[config.mk]
export PLATFORM = sky130hd
export DESIGN_NAME = fetch_responder
export DESIGN_NICKNAME = d
export VERILOG_FILES = /design/src/rtl/fetch_responder.sv
export SDC_FILE = /design/constraint.sdc
export NUM_CORES = 1
export LEC_CHECK = 0
export BUFFER_PORTS_ARGS = -buffer_cell sky130_fd_sc_hd__buf_4
export CAP_MARGIN = 20
export CORE_UTILIZATION = 40
export DETAILED_ROUTE_END_ITERATION = 7
export GPL_ROUTABILITY_DRIVEN = 1
export PLACE_DENSITY = 0.69
export SYNTH_ARGS = -nofsm -noshare
export SYNTH_HDL_FRONTEND = slang
export SYNTH_SLANG_ARGS = --single-unit
[constraint.sdc]
create_clock -name clk -period 12.4 [get_ports clk]
set_input_delay 0.62 -clock clk [delete_from_list [all_inputs] [get_ports clk]]
set_output_delay 0.62 -clock clk [all_outputs]
set_load 0.01 [all_outputs]
[src/rtl/fetch_responder.sv]
// Fetch-port responder backed by a LINES-entry direct-mapped, single-word
// instruction cache that refills from a backing memory on a miss.
module fetch_responder #(
    parameter int unsigned LINES  = 4,
    parameter int unsigned ADDR_W = 32
) (
    input  logic              clk,
    input  logic              rst,
    input  logic              fetch_en,
    input  logic [ADDR_W-1:0] fetch_addr,
    output logic [31:0]       fetch_data,
    output logic              fetch_ready,
    input  logic              inv,
    output logic              mem_req,
    output logic [ADDR_W-1:0] mem_addr,
    input  logic              mem_ack,
    input  logic [31:0]       mem_rdata
);

    localparam int unsigned IDX_W = $clog2(LINES);
    localparam int unsigned TAG_W = ADDR_W - IDX_W - 2;

    typedef enum logic {IDLE, MISS} state_t;

    state_t              state;
    logic [LINES-1:0]    valid;
    logic [TAG_W-1:0]    tag_mem  [LINES];
    logic [31:0]         data_mem [LINES];

    logic [ADDR_W-1:0]   word_addr_c;
    logic [IDX_W-1:0]    req_idx_c;
    logic [TAG_W-1:0]    req_tag_c;
    logic [IDX_W-1:0]    fill_idx_c;
    logic [TAG_W-1:0]    fill_tag_c;
    logic                hit_c;
    logic                fill_c;

    // Lookup uses the live request; the fill uses the address captured at miss time.
    assign word_addr_c = fetch_addr & ~ADDR_W'(3);
    assign req_idx_c   = word_addr_c[IDX_W+1:2];
    assign req_tag_c   = word_addr_c[ADDR_W-1:IDX_W+2];
    assign fill_idx_c  = mem_addr[IDX_W+1:2];
    assign fill_tag_c  = mem_addr[ADDR_W-1:IDX_W+2];
    assign hit_c       = valid[req_idx_c] && (tag_mem[req_idx_c] == req_tag_c);
    assign fill_c      = (state == MISS) && mem_ack;

    // Tag and data storage carry no reset; validity alone qualifies an entry.
    always_ff @(posedge clk) begin
        if (fill_c) begin
            tag_mem[fill_idx_c]  <= fill_tag_c;
            data_mem[fill_idx_c] <= mem_rdata;
        end
    end

    always_ff @(posedge clk or negedge rst) begin
        if (!rst) begin
            state       <= IDLE;
            valid       <= '0;
            fetch_ready <= 1'b0;
            fetch_data  <= '0;
            mem_req     <= 1'b0;
            mem_addr    <= '0;
        end else begin
            fetch_ready <= 1'b0;
            case (state)
                IDLE: begin
                    if (fetch_en) begin
                        if (hit_c) begin
                            fetch_data  <= data_mem[req_idx_c];
                            fetch_ready <= 1'b1;
                        end else begin
                            mem_req  <= 1'b1;
                            mem_addr <= word_addr_c;
                            state    <= MISS;
                        end
                    end
                end
                MISS: begin
                    if (mem_ack) begin
                        fetch_data         <= mem_rdata;
                        fetch_ready        <= 1'b1;
                        mem_req            <= 1'b0;
                        valid[fill_idx_c]  <= 1'b1;
                        state              <= IDLE;
                    end
                end
                default: state <= IDLE;
            endcase
            // Invalidate is last so it overrides a coincident fill.
            if (inv) begin
                valid <= '0;
            end
        end
    end

endmodule
# Word-level counts from Yosys, hierarchy flattened
# Memory sizes are Yosys's and may differ from the RTL's.
# Cells that the tools add are included.
# Widths: inputs -> output; s select.
# word_totals
reg_bits	69
mem_bits_rw	240
input_bits	69
output_inout_bits	66
word_cells	53
memories	2
# memory_table
memory	depth	word_bits	read_ports	rd_ports_with_merged_regs	write_ports	line	text
data_mem	4	32	1	0	1	28	logic [31:0] data_mem [LINES];
tag_mem	4	28	1	0	1	27	logic [TAG_W-1:0] tag_mem [LINES];
# op_classes
order_cmp	3
eq_ne	5
n_mux	25
bitwise_logic	3
reduce_logical	9
# ops
operator	count
$mux 32	3
$pmux 32 s2	1
$eq 28x28->1	1
$mux 1	13
$mux 4	3
$reduce_and 3->1	3
$ne 2x2->1 const B	4
$lt 2x3->1 const B	2
$pmux 1 s2	3
$or 4x4->4	1
$reduce_bool 2->1	2
$logic_and 1x1->1	3
$bmux 1 s2	1
$demux 1 s2	1
$ge 2x1->1 const B	1
$not 1->1	2
$reduce_and 2->1	1

# Longest topological paths before layout
# logic_depth
ltp_word	8
ltp_mapped	11
ltp_nobuf	7

# Worst setup path before layout
# Ideal clock, no wire load.
# synth_path
path_type	register -> register
start	register state
end	memory data_mem[1][0], enable pin
setup_ns	0.567
arrival_ns	5.624
required_ns	11.833
path_slack_ns	6.209
stages_incl_launch_ff	5
n_path_buf	2
synth_period_minus_slack_ns	6.191
path_cell_list	dfrtp_1 > clkbuf_1 > buf_1 > nand2_1 > nor3b_1
# synth_via
elab_chain_len	3
# synth_lines
item	line	text
from (decl)	25	state_t state;
from (signal assigned)	57	state <= IDLE;
from (signal assigned)	74	state <= MISS;
from (signal assigned)	84	state <= IDLE;
$logic_and 1x1->1	45	assign fill_c = (state == MISS) && mem_ack;
$mux 1	49	if (fill_c) begin
$mux 1 (not written as such)	51	data_mem[fill_idx_c] <= mem_rdata;
to (decl)	28	
# No other way between the ends.

# Final worst setup path
# layout_path
start	input port fetch_addr[2]
end	register fetch_data[20]
# layout_via
elab_chain_len	5
word_cells_on_any_way	11
cone_classes	2 x eq/ne; 5 x mux; 2 x reduce/logical; 2 x memory
# layout_lines
item	line	text
from (decl)	10	input logic [ADDR_W-1:0] fetch_addr,
$mem_v2 4x28 / $bmux 1 s2 (equally long branches)	-	
$eq 28x28->1 / $mux 1 (equally long branches)	44	assign hit_c = valid[req_idx_c] && (tag_mem[req_idx_c] == req_tag_c);
$logic_and 1x1->1	44	
$ne 2x2->1 (no line)	-	
$reduce_and 3->1 (no line)	-	
to (signal assigned)	69	fetch_data <= data_mem[req_idx_c];
to (signal assigned)	80	fetch_data <= mem_rdata;
to (decl)	11	output logic [31:0] fetch_data,
# Several ways; a longest one is shown, not always the timed one. The select of a mux whose other input is x is not followed.
# A chain may end at the register's enable or synchronous reset.

==> metrics.md <==
| Metric | Value |
|---|---|
| DR iter-0 viols | `334` |
| Internal power | `2010 uW` |
| Final clock period utilization by the worst path | `between 30% and 40%` |
| Pwr Density | `approximately 180 nW/um^2` |
| Synth top area cells | `edfxtp_1, dfrtp_1, mux4_2, mux2_2, mux2_4` |
| Static leakage | `0.00528 uW` |
| Post-Synth XOR/XNOR Area | `1.94%` |
| Layout Skew | `about 0.017 ns` |
| Final Cell Area | `14,600 um^2` |
| CTS tree | `yes` |
| Async SR Flop Fraction | `22.3%` |
| RSZ-0062 raised after global routing | `false` |
| Final worst-path setup slack | `8.01 ns` |
| Worst setup SP type | `input pin` |
| Largest net degree at the start of global routing | `62` |
| Max Clk Rate | `0.228 GHz` |
| CP delay by family, top | `buffers and inverters` |
| Yosys top cell area share | `59.0%` |
| Most frequent CP cell | `buf_4` |
| H-Tree Depth | `2` |
| Count of cell types in the netlist | `40` |
| Max Fanout on Critical Path | `37` |
| Area after DPL | `approximately 14,000 um^2` |
| Nets@finish | `800` |
| GRT Max-Usage Layer | `met2` |
| Final min period | `between 4 and 5 ns` |
| DP Worst Slack | `7.34 ns` |
| CORE AREA | `around 30,000 um^2` |
| Crit path buffers/inverters | `2` |
| Measured slew at the worst slew-check pin | `~1.1 ns` |
| Slowest cell delay on critical path | `0.89 ns` |
| GRT Util Overall | `about 15%` |
| ANT nets after route | `0` |
| Drt pass-1 iters | `4` |
| Syn Std Cell Area | `12,200 um^2` |
| I/O pins | `about 140` |
| Final Hold Vio Count | `0` |
| Post-Route WL | `between 20 and 25 mm` |
| Post-synth top cells | `edfxtp_1, dfrtp_1, mux4_2, mux2_2, mux2_1` |
| Setup Fix Bufs, Post-CTS | `0` |
| Worst min path class | `in2async` |
| Layout filler cell count | `approximately 2,500` |
| Die X | `roughly 180 um` |
| Post-Synth Adder-Cell Area | `0%` |
| Final non-filler cell total | `1,146` |
| Storage element area | `around 8900 um^2` |
| Vias per cell | `5.14` |
| Avg WL per Cell | `20.7 um` |
| Die height | `177 um` |
| Most frequent cell after synthesis | `edfxtp_1` |
| Compound-Gate Fraction of Synth Area | `1.33%` |
| Footprint of the multi-input gates | `3110 um^2` |
| Vias | `between 5,000 and 6,000` |
| Setup TNS | `0 ns` |
| CTS-repair resized insts | `0` |
| # port buffers | `130` |
| Multiplexer share of the synthesized area | `between 20% and 30%` |
| Post-Place Cells | `1,085` |
| Initial antenna violation count | `0` |
| # setup viols final | `0` |
| Sequential group share of total power | `between 50% and 60%` |
| Number of remaining DRC errors | `0` |
| Initial Util | `41.0%` |
| Worst skew pair latency | `about 0.5 ns` |
| Clk buf depth | `3` |
| Area leader, netlist | `edfxtp_1` |
| Synth-to-Final Area Change | `19.8%` |
| Rows | `63` |
| Number of global-route vias before repair | `6,253` |
| Post-synth EDFFs | `240` |
| Max-Cap Viols | `0` |
| GP Congestion | `0.713` |
| Post-Synth Simple-Gate Area | `about 1.4%` |
| Main synth FF type | `edfxtp_1` |
| Layout cells sized above 1 | `~41%` |
| Peak VDD IR | `0.133 mV` |
| Root Driver | `clkbuf_16` |
| Grt ovf | `0` |
| GR met1 Demand/Resource | `21.0%` |
| Die area | `31,200 um^2` |
| Comb power frac | `13.5%` |
| Critical Path Sink Type | `register` |
| CP Class | `in2reg` |
| P_sw | `610 uW` |
| Syn avg cell area | `20.9 um^2` |
| DPL Wire Length | `13.4 mm` |
| Worst EP required | `between 10 and 15 ns` |
| Seq/Total Area, Yosys | `~73%` |
| Critical path cell sequence | `buf_4, buf_4, mux4_2, xor2_1, nor4_1, nand2_1, nor4b_4, a41o_2, mux2_2` |
| Clock Pin Slew Worst Setup and Hold Paths | `0.05 ns` |
| Post-CTS Hold Buffers | `0` |
| Sw frac | `approximately a quarter` |
| Synth Warn # | `0` |
| First-pass GRT wire length | `36.3 mm` |
| Ant diodes | `0` |
| Final Max Tran Viols | `0` |
| Worst endpoint data arrival time | `4.76 ns` |
| Synth Register Bits | `309` |
| Clock power frac | `a little over a third` |
| Syn Inst Count | `between 500 and 600` |
| Met2 Track Usage GR | `25.4%` |
| # clock sinks | `309` |
| Status | `finished clean` |
| Largest family of logic cells by synthesized area | `multiplexers` |
| Routing usage on met3 | `3.16%` |
| Max_slew headroom | `roughly 30%` |
| Crit-path slowest cell | `a41o_2` |
| CTS buffer count | `34` |
## placed cells by master, fill, tap and decap left out, types with 2 or more instances in the layout
master / synthesis / layout
bufinv_16: 0 / 2
nor3b_2: 0 / 2
mux4_2: 52 / 52
nand2_1: 5 / 5
conb_1: 1 / 2
a21o_1: 2 / 2
inv_1: 3 / 3
o21ai_0: 2 / 2
mux2_2: 38 / 38
a221oi_1: 2 / 2
clkinv_2: 0 / 2
nor4_1: 2 / 2
clkinv_1: 0 / 13
xnor2_1: 15 / 15
dfrtp_1: 69 / 68
clkbuf_16: 0 / 35
mux2_4: 28 / 28
edfxtp_1: 240 / 240
a2111oi_0: 2 / 2
xor2_1: 12 / 12
buf_4: 5 / 139
nand4_1: 2 / 2
nor2_1: 14 / 14
a22oi_1: 2 / 2
a21oi_1: 4 / 4
clkbuf_1: 7 / 7
nand3_1: 2 / 2
mux2i_1: 15 / 15
mux2_1: 29 / 29
## flip-flops by register name, indices dropped and copies added, names as in the netlist
signal and count:
data_mem 128, fetch_data 32, fetch_ready 1, mem_addr 30, mem_req 1, state 1
tag_mem 112, valid 4
## routing by layer
| metal | vias up | share of wire [%] |
|---|---|---|
| met5 | - | 0 |
| met4 | 0 | 1.8 |
| met3 | 29 | 4.5 |
| met2 | 129 | 49 |
| met1 | 3099 | 44 |
| li1 | 2630 | - |
## worst reg2reg max path, cell delays in order (launching register included)
cell      delay, ns
edfxtp_1       0.36
mux4_2         0.50
xor2_1         0.16
nor4_1         0.35
nand2_1        0.19
nor4b_4        0.35
a41o_2         0.89
mux2_2         0.46
## cell families (layout without fill, tap and decap cells)
group,Yosys count,count (layout)
flip-flops,309,309
multiplexers,162,162
AND/OR/NAND/NOR,32,32
buffers and inverters,32,203
XOR/XNOR,27,27
AO/OA/AOI/OAI,21,21
other,1,2
## power groups by stage
stage	combinational, uW	clock, uW	sequential, uW
final	353	941	1320
after floorplan	172	0	1350
after global routing	381	1000	1340
after detailed placement	359	0	1350
after global placement	356	0	1340
after CTS	361	963	1330
## per-stage QoR
stage,utilization [%],total power [uW],hold slack [ns]
global route,49.1,2720,0.115
floorplan,-,1530,0.324
global placement,45.6,1700,0.470
CTS,49.1,2650,0.101
finish,49.1,2620,0.0971
detailed placement,45.6,1710,0.477
## area by class of cell
class	count	area share (%)
repair buffers	139	7.13
flip-flops and latches	309	61.1
clock inverters	18	0.873
well taps	390	3.34
clock buffers	43	6.26
multi-input cells	244	21.2
inverters	3	0.0770
## path summary, 6_finish.rpt
kind	endpoint	cells past startpoint	slack, ns	start
setup reg to reg	fetch_data[20]	7	9.02	tag_mem[3][26]
hold reg to reg	fetch_data[2]	1	0.49	fetch_data[2]
min in group clk	valid[1]	2	0.31	inv
setup / recovery	fetch_data[20]	9	8.01	fetch_addr[2]
hold / removal	mem_addr[19]	1	0.1	rst
max in group asynchronous	state	2	11.29	rst
No activity file was read; power rests on OpenSTA's default activity.
